===== src/rtl/queue_fifo_display_pkg.sv =====
// Shared constants for the push-button FIFO display: seven-segment glyphs
// ({g,f,e,d,c,b,a}, 1 = lit) and the hex decoder used for both digits.
package queue_fifo_display_pkg;

    localparam logic [6:0] SEG_BLANK = 7'b0000000;
    localparam logic [6:0] SEG_0 = 7'b0111111;
    localparam logic [6:0] SEG_1 = 7'b0000110;
    localparam logic [6:0] SEG_2 = 7'b1011011;
    localparam logic [6:0] SEG_3 = 7'b1001111;
    localparam logic [6:0] SEG_4 = 7'b1100110;
    localparam logic [6:0] SEG_5 = 7'b1101101;
    localparam logic [6:0] SEG_6 = 7'b1111101;
    localparam logic [6:0] SEG_7 = 7'b0000111;
    localparam logic [6:0] SEG_8 = 7'b1111111;
    localparam logic [6:0] SEG_9 = 7'b1101111;
    localparam logic [6:0] SEG_A = 7'b1110111;
    localparam logic [6:0] SEG_B = 7'b1111100;
    localparam logic [6:0] SEG_C = 7'b0111001;
    localparam logic [6:0] SEG_D = 7'b1011110;
    localparam logic [6:0] SEG_E = 7'b1111001;
    localparam logic [6:0] SEG_F = 7'b1110001;

    function automatic logic [6:0] hex_to_seg(input logic [3:0] v);
        logic [6:0] seg;
        case (v)
            4'h0: seg = SEG_0;
            4'h1: seg = SEG_1;
            4'h2: seg = SEG_2;
            4'h3: seg = SEG_3;
            4'h4: seg = SEG_4;
            4'h5: seg = SEG_5;
            4'h6: seg = SEG_6;
            4'h7: seg = SEG_7;
            4'h8: seg = SEG_8;
            4'h9: seg = SEG_9;
            4'hA: seg = SEG_A;
            4'hB: seg = SEG_B;
            4'hC: seg = SEG_C;
            4'hD: seg = SEG_D;
            4'hE: seg = SEG_E;
            default: seg = SEG_F;
        endcase
        return seg;
    endfunction

endpackage


===== src/rtl/queue_fifo_display_btn_pulse.sv =====
// Push-button conditioner: 2-flop synchroniser, down-counting debouncer and
// single-cycle pulse on each accepted press.
module btn_pulse #(
    parameter int DEB_CYCLES = 16
) (
    input  logic clk,
    input  logic reset,
    input  logic btn_raw,
    output logic pulse
);
    localparam int CNTW = (DEB_CYCLES > 2) ? $clog2(DEB_CYCLES) : 1;
    localparam logic [CNTW-1:0] CNT_LOAD = CNTW'(DEB_CYCLES - 1);

    logic            sync1_q, sync2_q;
    logic            stable_q, stable_d;
    logic            armed_q, armed_d;
    logic            pulse_q, pulse_d;
    logic [CNTW-1:0] cnt_q, cnt_d;

    // The synchroniser resets to "pressed" and pulses need a low sample first,
    // so a button held through reset release never produces a press.
    always_comb begin
        stable_d = stable_q;
        cnt_d    = CNT_LOAD;
        pulse_d  = 1'b0;
        armed_d  = armed_q | ~sync2_q;
        if (sync2_q != stable_q) begin
            if (cnt_q == '0) begin
                stable_d = sync2_q;
                pulse_d  = sync2_q & armed_q;
            end else begin
                cnt_d = cnt_q - 1'b1;
            end
        end
    end

    always_ff @(posedge clk or negedge reset) begin
        if (!reset) begin
            sync1_q  <= 1'b1;
            sync2_q  <= 1'b1;
            stable_q <= 1'b0;
            cnt_q    <= CNT_LOAD;
            armed_q  <= 1'b0;
            pulse_q  <= 1'b0;
        end else begin
            sync1_q  <= btn_raw;
            sync2_q  <= sync1_q;
            stable_q <= stable_d;
            cnt_q    <= cnt_d;
            armed_q  <= armed_d;
            pulse_q  <= pulse_d;
        end
    end

    assign pulse = pulse_q;

endmodule


===== src/rtl/queue_fifo_display.sv =====
// Button-driven FIFO with sticky error flags and seven-segment readout of
// the head entry and the occupancy.
module queue_fifo_display
    import queue_fifo_display_pkg::*;
#(
    parameter int DW         = 4,
    parameter int DEPTH      = 8,
    parameter int DEB_CYCLES = 16
) (
    input  logic                     clk,
    input  logic                     reset,
    input  logic [DW-1:0]            data_in,
    input  logic                     push_btn,
    input  logic                     pop_btn,
    input  logic                     enable,
    output logic [DW-1:0]            data_out,
    output logic                     full,
    output logic                     empty,
    output logic [$clog2(DEPTH):0]   count,
    output logic                     overflow,
    output logic                     underflow,
    output logic [6:0]               Sout,
    output logic [6:0]               Cout
);
    localparam int AW = $clog2(DEPTH);
    localparam int CW = AW + 1;
    localparam logic [CW-1:0] DEPTH_C = CW'(DEPTH);

    logic          push_pulse, pop_pulse;
    logic          push_ev, pop_ev, do_push, do_pop;
    logic [AW-1:0] wr_ptr_q, wr_ptr_d, rd_ptr_q, rd_ptr_d;
    logic [CW-1:0] count_q, count_d;
    logic          empty_q, empty_d, full_q, full_d;
    logic          overflow_q, overflow_d, underflow_q, underflow_d;
    logic [DW-1:0] mem_q [DEPTH];

    btn_pulse #(.DEB_CYCLES(DEB_CYCLES)) u_push (
        .clk(clk), .reset(reset), .btn_raw(push_btn), .pulse(push_pulse)
    );
    btn_pulse #(.DEB_CYCLES(DEB_CYCLES)) u_pop (
        .clk(clk), .reset(reset), .btn_raw(pop_btn), .pulse(pop_pulse)
    );

    // A push while full still lands when a pop frees the head slot this cycle.
    always_comb begin
        push_ev     = push_pulse & enable;
        pop_ev      = pop_pulse & enable;
        do_pop      = pop_ev & ~empty_q;
        do_push     = push_ev & (~full_q | pop_ev);
        wr_ptr_d    = do_push ? wr_ptr_q + 1'b1 : wr_ptr_q;
        rd_ptr_d    = do_pop ? rd_ptr_q + 1'b1 : rd_ptr_q;
        count_d     = count_q;
        if (do_push && !do_pop) begin
            count_d = count_q + 1'b1;
        end else if (do_pop && !do_push) begin
            count_d = count_q - 1'b1;
        end
        empty_d     = (count_d == '0);
        full_d      = (count_d == DEPTH_C);
        overflow_d  = overflow_q | (push_ev & ~pop_ev & full_q);
        underflow_d = underflow_q | (pop_ev & empty_q);
    end

    always_ff @(posedge clk or negedge reset) begin
        if (!reset) begin
            wr_ptr_q    <= '0;
            rd_ptr_q    <= '0;
            count_q     <= '0;
            empty_q     <= 1'b1;
            full_q      <= 1'b0;
            overflow_q  <= 1'b0;
            underflow_q <= 1'b0;
        end else begin
            wr_ptr_q    <= wr_ptr_d;
            rd_ptr_q    <= rd_ptr_d;
            count_q     <= count_d;
            empty_q     <= empty_d;
            full_q      <= full_d;
            overflow_q  <= overflow_d;
            underflow_q <= underflow_d;
        end
    end

    always_ff @(posedge clk) begin
        if (do_push) begin
            mem_q[wr_ptr_q] <= data_in;
        end
    end

    assign data_out  = empty_q ? '0 : mem_q[rd_ptr_q];
    assign full      = full_q;
    assign empty     = empty_q;
    assign count     = count_q;
    assign overflow  = overflow_q;
    assign underflow = underflow_q;
    assign Sout      = empty_q ? SEG_BLANK : hex_to_seg(data_out[3:0]);
    assign Cout      = hex_to_seg(4'(count_q));

endmodule


===== config.mk =====
export PLATFORM = sky130hd
export DESIGN_NAME = queue_fifo_display
export DESIGN_NICKNAME = d
export VERILOG_FILES = /design/src/rtl/queue_fifo_display_pkg.sv /design/src/rtl/queue_fifo_display_btn_pulse.sv /design/src/rtl/queue_fifo_display.sv
export SDC_FILE = /design/constraint.sdc
export NUM_CORES = 1
export LEC_CHECK = 0
export BUFFER_PORTS_ARGS = -buffer_cell sky130_fd_sc_hd__buf_2
export CORE_UTILIZATION = 35
export CTS_BUF_LIST = sky130_fd_sc_hd__clkbuf_8
export DETAILED_ROUTE_END_ITERATION = 10
export GPL_TIMING_DRIVEN = 0
export PLACE_DENSITY = 0.56
export SLEW_MARGIN = 10
export SYNTH_ARGS = -nofsm -noshare
export SYNTH_HDL_FRONTEND = slang
export SYNTH_HIERARCHICAL = 1
export SYNTH_SLANG_ARGS = --single-unit

===== constraint.sdc =====
create_clock -name clk -period 4.72 [get_ports clk]
set_input_delay 0.944 -clock clk [delete_from_list [all_inputs] [get_ports clk]]
set_output_delay 0.944 -clock clk [all_outputs]
set_load 0.005 [all_outputs]

==> metrics.csv, run 1 <==
metric;value;unit
finalMaxSlewViolations;0;
io_pins;35;
cts_root_buffer;clkbuf_8;
synth_simple_gate_area_share;12.4;%
placed_cell_area;3540;um2
clkSinkCount;64;
hpwl;4000;um
postCtsHoldBufs;0;
grt_pass1_wl;9470;um
setup_slack;0.772;ns
synth_top_cell_by_area;edfxtp_1;
drive_gt1_share;29.4;%
relSlewSlack;46.5;%
route.vias.total;1987;
arrival;3.00;ns
die_x;98.2;um
async_reset_ff_share;50.0;%
ant_nets;0;
fillers;844;
rsz0062_at_grt;false;
cpPeakStageDelay;0.40;ns
port_buffers;34;
ys_seq_area_share;54.9;%
synth_mux_area_share;12.0;%
hold_viol;0;
nNetsFinal;325;
synth_top_flop_cell;edfxtp_1;
grt_pass1_vias;1951;
cts.clk_slew.worst_paths;0.07;ns
post-route-util;42.5;%
yosysMostFrequentCell;edfxtp_1;
grt_max_degree;33;
status;complete, but fails checks;
min_period_over_period;83.7;%
p_per_area;325;nW/um2
hold_path.class;reg2reg;
maxCapViolations;0;
wirelength;5640;um
synth_adder_area_share;6.96;%
critical_path.top_delay_family;multiplexers;
wire_per_inst;13.7;um
postCtsSetupBuffers;0;
initialDrtViolationCount;71;
post-place-ws;1.14;ns
worstMarginPinSlew;0.796;ns
netlist_area;3240;um2
diodes;0;
first_pass_iters;9;
finalSetupViolCount;0;
synthTopCellsByArea;edfxtp_1, dfrtp_1, dfstp_2;
p_leak;1.54;nW
synth_top_family_by_area;simple AND/OR/NAND/NOR gates;
h-tree-depth;3;
slowest_stage;clkbuf_1;
die_h;98.2;um
num_rows;34;
die_area;9640;um2
required;3.78;ns
synth_compound_area_share;7.26;%
yosysTopAreaCellShare;29.7;%
synth_xor_area_share;2.98;%
critical_path_class;reg2out;
clock_skew;0.0110;ns
routed_via_density;4.83;
initial_utilization;36.6;%
overflow;0;
end_kind;primary output;
violations;DRC;
syn2layout_area_growth;16.2;%
ctsResizeCount;0;
place_inst;395;
cp_max_fo;8;
clock_path_buffers;2;
synth_cell_type_count;49;
gp_congestion;0.768;
syn_nets;280;
synth.avg_cell_area;12.8;um2
max_freq;0.253;GHz
crit_buf_inv;3;
final_area;3760;um2
path_cells;clkbuf_1, mux4_1, mux2i_1, or2_2, inv_1, ha_1, nor2_1, a21oi_2, a211oi_2, buf_2;
grt.total_usage;12.9;%
cp-start-kind;flip-flop;
synthTopCellsByCount;edfxtp_1, nor2_1, dfrtp_1, nand2_1, ha_1;
grt_antenna_before_repair;0;
ir_drop;0.000125;V
drc;1;
synth_seq_cells;64;
setup_tns;0;ns
fin_crit;3.95;ns
core;8850;um2
cts_tree;done;
synth_cells;253;
ys_warn_count;6;
clk_latency;0.34;ns
synth_edf_count;32;
numCtsBuffers;9;
instances_no_fill;411;
-- layout make-up --
cell class,count,area [um2],share of cell area [%]
clock inverters,7,96.3,2.56
multi-input cells,167,1350,35.8
plain buffers,9,63.8,1.70
flip-flops and latches,64,1780,47.2
clock buffers,9,124,3.29
well taps,108,135,3.59
inverters,13,48.8,1.30
repair buffers,34,170,4.52
-- worst reg2reg max path, stage by stage, from the launching register on --
cell	delay [ns]
dfrtp_1	0.41
nand2b_1	0.20
and2_1	0.14
clkbuf_1	0.22
nand2b_1	0.14
nor3_1	0.63
-- routing by layer --
metal  vias up  part of all wire (%)  wire length [um]  track usage [%]
li1        996                     -                 -                -
met1       948                    50              2790             16.7
met2        33                    44              2500             19.9
met3        10                   3.9               217             3.72
met4         0                   2.1               118             6.20
met5         -                     0                 0                0
-- through the flow --
step,hold slack [ns],total power [W]
finish,0.357,0.00122
floorplan,0.345,0.000678
CTS,0.358,0.00124
global placement,0.347,0.000715
global route,0.369,0.00128
detailed placement,0.347,0.000717
-- registers in the layout, summed over array words and instances (netlist names), 3 cells and up --
| signal | count |
|---|---|
| count | 4 |
| mem_q | 32 |
| rd_ptr_q | 3 |
| u_pop/cnt_q | 4 |
| u_push/cnt_q | 4 |
| wr_ptr_q | 3 |
-- final timing paths --
path	endpoint	depth (start not counted)	slack, ns	start
max	Sout[4]	10	0.77	rd_ptr_q[2]
min	u_pop/sync2_q	0	0.36	u_pop/sync1_q
max reg2reg	mem_q[0][0]	5	2.60	u_pop/pulse
min reg2reg	u_pop/sync2_q	0	0.36	u_pop/sync1_q
max in group asynchronous	u_pop/stable_q	1	3.62	reset
min in group asynchronous	count[2]	1	0.64	reset
-- placed cells by master, fill, tap and decap left out, types with 7 or more instances in the layout --
| cell type | synthesis | layout |
|---|---|---|
| nor2_1 | 21 | 21 |
| buf_2 | 0 | 34 |
| dfstp_2 | 13 | 13 |
| clkbuf_8 | 0 | 9 |
| nand2b_1 | 10 | 10 |
| mux2i_1 | 14 | 14 |
| nand2_1 | 19 | 19 |
| a21oi_1 | 7 | 7 |
| dfrtp_1 | 19 | 19 |
| edfxtp_1 | 32 | 32 |
| nor3_1 | 8 | 8 |
| ha_1 | 18 | 18 |
| xnor2_1 | 7 | 7 |
| inv_1 | 13 | 14 |
-- power by group --
part | internal (W) | switching [W] | total (W)
Combinational | 0.0000411 | 0.0000494 | 0.0000905
Sequential | 0.000600 | 0.0000136 | 0.000614
Clock | 0.000298 | 0.000221 | 0.000519
Total | 0.000939 | 0.000284 | 0.00122
-- logic make-up after synthesis --
| group | after synthesis |
|---|---|
| fa+ha+maj | 18 |
| compound gates | 33 |
| simple gates | 79 |
| flops | 64 |
| mux | 26 |
| buf+inv | 22 |
| xor+xnor | 11 |
(Power assumes the default switching activity.)
==> run 2, diff against run 1 <==
Settings changed: PLACE_DENSITY 0.56 to 0.58.
Clock period 4.72 ns to 3.5 ns, I/O delays scaled along.
==> run 2 against run 1 <==
Effect of this change: worst hold slack got worse by 0.00090 ns; sequential share of layout area decreased by 0.20 points; utilization increased by 0.18 points; power increased by 27%; the run now ends clean; clock skew decreased by 0.0054 ns; final cell count increased by 0.97%; largest power group unchanged; final area increased by 0.43%; non-clock buffer count increased by 4; clock power increased by 15%; critical path type unchanged; via count increased by 2.2%; routed wire length increased by 3.4%; clock-buffer cell count unchanged.
==> metrics.csv, run 2 (synthesized netlist as in run 1, its figures left out) <==
metric;value;unit;change
status;completed;;
h-tree-depth;3;;unchanged
largest_reg_flops;32;;unchanged
diodes;0;;unchanged
clock_skew;0.00564;ns;-0.00541 ns
core;8850;um2;unchanged
critical_path_class;reg2out;;
gr-usage-met2;20.7;%;+0.81 points
grt_antenna_before_repair;0;;unchanged
end_kind;primary output;;
drc;0;;-1
p_leak;1.54;nW;about the same
grt_pass1_vias;1988;;+1.9%
numCtsBuffers;9;;unchanged
clkSinkCount;64;;unchanged
p_per_area;410;nW/um2;+26%
min_period_over_period;95.2;%;
overflow;0;;unchanged
r2r_start;u_pop/pulse;;
combPwrFrac;7.9;%;+0.5 points
initial_utilization;36.6;%;unchanged
clock_path_buffers;2;;unchanged
startpoint;rd_ptr_q[1];;
instances_no_fill;415;;+0.97%
whs;0.356;ns;-0.000896 ns
hold_viol;0;;unchanged
drive_gt1_share;34.2;%;+4.8 points
busiest_layer;met2;;
p_switching;0.000362;W;+27%
wire_per_inst;14.0;um;+2.4%
finalMaxSlewViolations;0;;unchanged
cts.clk_slew.worst_paths;0.07;ns;about the same
layout_commonest_cell;buf_2;;
die_h;98.2;um;unchanged
required;2.80;ns;-0.98 ns
largest_register;mem_q;;
routed_via_density;4.89;;+1.2%
port_buffers;34;;unchanged
num_rows;34;;unchanged
hp-start;u_pop/sync1_q;;
cts_tree;done;;
ir_drop;0.000191;V;+52%
rsz0062_at_grt;false;;
nNetsFinal;329;;+1.2%
io_pins;35;;unchanged
initialDrtViolationCount;89;;+25%
grt.total_usage;13.0;%;+0.16 points
use_met3;3.08;%;-0.64 points
hpwl;4090;um;+2.3%
ant_nets;0;;unchanged
worstMarginPinSlew;0.820;ns;+0.0242 ns
cp_max_fo;5;;-3
route.vias.total;2030;;+2.2%
hold_path.class;reg2reg;;
layout_common_cells;buf_2, edfxtp_1, nor2_1, nand2_1, dfrtp_1;;
maxCapViolations;0;;unchanged
finalSetupViolCount;0;;unchanged
cts_root_buffer;clkbuf_8;;
grtUsageMet1;16.5;%;-0.18 points
cp-start-kind;flip-flop;;
wirelength;5830;um;+3.4%
die_area;9640;um2;unchanged
arrival;2.63;ns;-0.37 ns
clk_latency;0.33;ns;about the same
first_pass_iters;6;;-3
placed_cell_area;3540;um2;unchanged
fin_crit;3.33;ns;
gp_congestion;0.754;;-1.7%
final_area;3780;um2;+0.43%
syn2layout_area_growth;16.7;%;
grt_pass1_wl;9610;um;+1.5%
postCtsHoldBufs;0;;unchanged
p_sw_share;23.3;%;+0.11 points
relSlewSlack;44.9;%;-1.6 points
pwr-share-seq;53.5;%;+3.3 points
setup_tns;0;ns;unchanged
intPower;0.00119;W;+26%
place_inst;395;;unchanged
pwr-share-clk;38.6;%;-3.8 points
die_x;98.2;um;unchanged
max_freq;0.300;GHz;
grt_max_degree;33;;unchanged
## run 2: cell types whose count changed in the layout (fill, tap and decap cells not counted), moves of 2 or more
cell      delta
or2_4        +2
mux4_2       +4
buf_4        +5
clkinv_2     +3
inv_2        +2
or2_2        -2
mux2i_1      -2
mux4_1       -4
inv_1        -2
## run 2: final timing paths
check                           slack [ns]  cells after the start              to
worst max-delay path                  0.17                     11         Sout[3]
worst min-delay path                  0.36                      0   u_pop/sync2_q
worst max register to register        1.35                      5     mem_q[0][3]
worst min register to register        0.36                      0   u_pop/sync2_q
max in group asynchronous             2.66                      1  u_push/armed_q
min in group asynchronous             0.40                      1        count[0]
## run 2: cell type report
type | count | area (um2)
fill | 812 | 5070
buffer | 8 | 60.1
sequential | 64 | 1780
multi-input combinational | 167 | 1360
clock inverter | 7 | 63.8
timing repair buffer | 39 | 208
tap | 108 | 135
clock buffer | 9 | 124
inverter | 13 | 48.8
## run 2: power groups by stage
stage | combinational [W] | clock, W | sequential, W
finish | 0.000122 | 0.000598 | 0.000829
global route | 0.000141 | 0.000648 | 0.000831
CTS | 0.000125 | 0.000617 | 0.000829
detailed placement | 0.000124 | 0 | 0.000844
global placement | 0.000121 | 0 | 0.000843
floorplan | 0.0000746 | 0 | 0.000840
## run 2: through the flow
stage          power (W)  utilization (%)  setup slack (ns)
6_report         0.00155             42.7             0.169
4_1_cts          0.00157             42.4            0.0135
5_1_grt          0.00162             42.7            0.0186
3_3_place_gp    0.000964             40.0             0.122
2_1_floorplan   0.000914                -             0.506
3_5_place_dp    0.000968             40.0             0.166
## run 2: what timing repair did
action                                  4_1_cts  5_1_grt
endpoints found under the setup margin        7        3
gates resized for setup                       8        6
buffers inserted                              2        3
pin swaps                                     0        2
## run 2: worst max-delay path: stages (launching register included)
cell and delay [ns]:
dfrtp_1 0.36, buf_6 0.14, mux4_2 0.54, mux2i_4 0.21, or2_4 0.18, inv_2 0.04
ha_2 0.19, inv_1 0.07, nor2_1 0.04, a211o_1 0.28, a21oi_2 0.13, buf_2 0.12
## run 2: metal layers
| metal | vias up | share of wire [%] |
|---|---|---|
| li1 | 1010 | - |
| met1 | 974 | 48 |
| met2 | 40 | 48 |
| met3 | 6 | 3.2 |
| met4 | 0 | 1.7 |
| met5 | - | 0 |
==> run 3, diff against run 2 <==
Settings changed: CORE_ASPECT_RATIO from default to 1.4, CORE_MARGIN from default to 5.
==> run 3 against run 2 <==
Effect of this change: global-route usage shrank 1.4 points; sequential cell count is the same; first-iteration DRC count shrank 36%; final area grew 1.3%; via count grew 1.3%; critical path depth shrank 2; non-clock buffer count grew 2; combinational power is essentially flat; clock skew grew 0.0062 ns; utilization shrank 0.33 points; worst setup slack lost 0.020 ns; critical path type unchanged.
==> metrics.csv, run 3 (synthesized netlist as in run 1, its figures left out) <==
metric;value;unit;change
status;completed;;
cts_tree;done;;
worstMarginPinSlew;0.728;ns;-0.0919 ns
ir_drop;0.000208;V;+9.2%
p_leak;1.57;nW;+1.8%
io_pins;35;;unchanged
layout_common_cells;buf_2, edfxtp_1, nor2_1, nand2_1, dfrtp_1;;
num_rows;41;;+21%
first_pass_iters;4;;-2
grt_max_degree;33;;unchanged
clkSinkCount;64;;unchanged
route.vias.total;2056;;+1.3%
nNetsFinal;331;;+0.61%
grt.total_usage;11.7;%;-1.4 points
max_freq;0.298;GHz;-0.59%
port_buffers;34;;unchanged
final_area;3830;um2;+1.3%
cts.clk_slew.worst_paths;0.07;ns;about the same
core;9030;um2;+2.0%
arrival;2.65;ns;+0.02 ns
end_kind;primary output;;
postCtsHoldBufs;0;;unchanged
diodes;0;;unchanged
cts_root_buffer;clkbuf_8;;
initial_utilization;35.9;%;-0.73 points
place_inst;394;;-0.25%
clock_path_buffers;2;;unchanged
clk_latency;0.34;ns;about the same
largest_register;mem_q;;
maxCapViolations;0;;unchanged
cp-start-kind;flip-flop;;
hold_viol;0;;unchanged
grt_pass1_wl;10300;um;+6.8%
ant_nets;0;;unchanged
fin_crit;3.35;ns;+0.0197 ns
die_x;91.3;um;-7.0%
wire_per_inst;14.4;um;+2.4%
syn2layout_area_growth;18.2;%;
gp_congestion;0.750;;-0.53%
instances_no_fill;416;;+0.24%
clock_skew;0.0118;ns;+0.00620 ns
routed_via_density;4.94;;+1.0%
hpwl;4270;um;+4.5%
wirelength;5990;um;+2.7%
initialDrtViolationCount;57;;-36%
h-tree-depth;3;;unchanged
setup_tns;0;ns;unchanged
drc;0;;unchanged
min_period_over_period;95.7;%;+0.56 points
grt_antenna_before_repair;0;;unchanged
cp_max_fo;8;;+3
hold_path.class;reg2reg;;
finalSetupViolCount;0;;unchanged
finalMaxSlewViolations;0;;unchanged
overflow;0;;unchanged
required;2.80;ns;about the same
numCtsBuffers;9;;unchanged
rsz0062_at_grt;false;;
layout_commonest_cell;buf_2;;
largest_reg_flops;32;;unchanged
relSlewSlack;51.1;%;+6.2 points
die_h;124;um;+26%
critical_path_class;reg2out;;
grt_pass1_vias;2092;;+5.2%
p_per_area;416;nW/um2;+1.6%
die_area;11300;um2;+17%
p_total;0.00159;W;+2.9%
placed_cell_area;3540;um2;about the same
drive_gt1_share;35.0;%;+0.75 points
run 3: routing by layer:
metal / vias to the layer above / track usage, % / part of all wire, %
li1: 1011 / - / -
met1: 993 / 13.1 / 42
met2: 40 / 20.1 / 50
met3: 12 / 3.20 / 4.6
met4: 0 / 6.33 / 2.6
met5: - / 0 / 0
run 3: worst max-delay path, cell delays in order (launching register included):
cell	delay (ns)
dfrtp_1	0.60
mux4_2	0.32
mux2i_4	0.08
or2_4	0.27
buf_4	0.14
buf_4	0.13
ha_1	0.22
a211o_1	0.28
a21oi_2	0.14
buf_2	0.13
run 3: final timing paths:
path | start | end | slack [ns] | cells after the start
max | rd_ptr_q[2] | Sout[3] | 0.15 | 9
max in group asynchronous | reset | wr_ptr_q[2] | 2.65 | 1
min in group asynchronous | reset | overflow | 0.40 | 1
min | u_push/sync1_q | u_push/sync2_q | 0.35 | 0
min reg2reg | u_push/sync1_q | u_push/sync2_q | 0.35 | 0
max reg2reg | u_pop/pulse | mem_q[0][0] | 1.41 | 5
run 3: timing repair:
item,in CTS,in global routing
buffers inserted,4,3
endpoints found under the setup margin,7,6
pin swaps,1,2
resized for setup,9,7
run 3: cell type report:
cell class / count / area (um2)
buffer: 8 / 60.1
clock buffer: 12 / 165
clock inverter: 4 / 43.8
fill: 846 / 5200
inverter: 13 / 48.8
multi-input combinational: 167 / 1380
sequential: 64 / 1780
tap: 107 / 134
timing repair buffer: 41 / 223
run 3: per-stage QoR:
stage	utilization, %	hold slack [ns]	worst slack, ns
after global placement	39.2	0.346	0.130
after CTS	42.0	0.356	0.0309
after detailed placement	39.2	0.347	0.0924
after global routing	42.4	0.362	0.0101
after floorplan	-	0.345	0.506
final	42.4	0.355	0.149
run 3: power by group:
| part | internal [W] | switching [W] |
|---|---|---|
| registers | 0.000810 | 0.0000190 |
| clock network | 0.000382 | 0.000262 |
| logic | 0.0000554 | 0.0000661 |
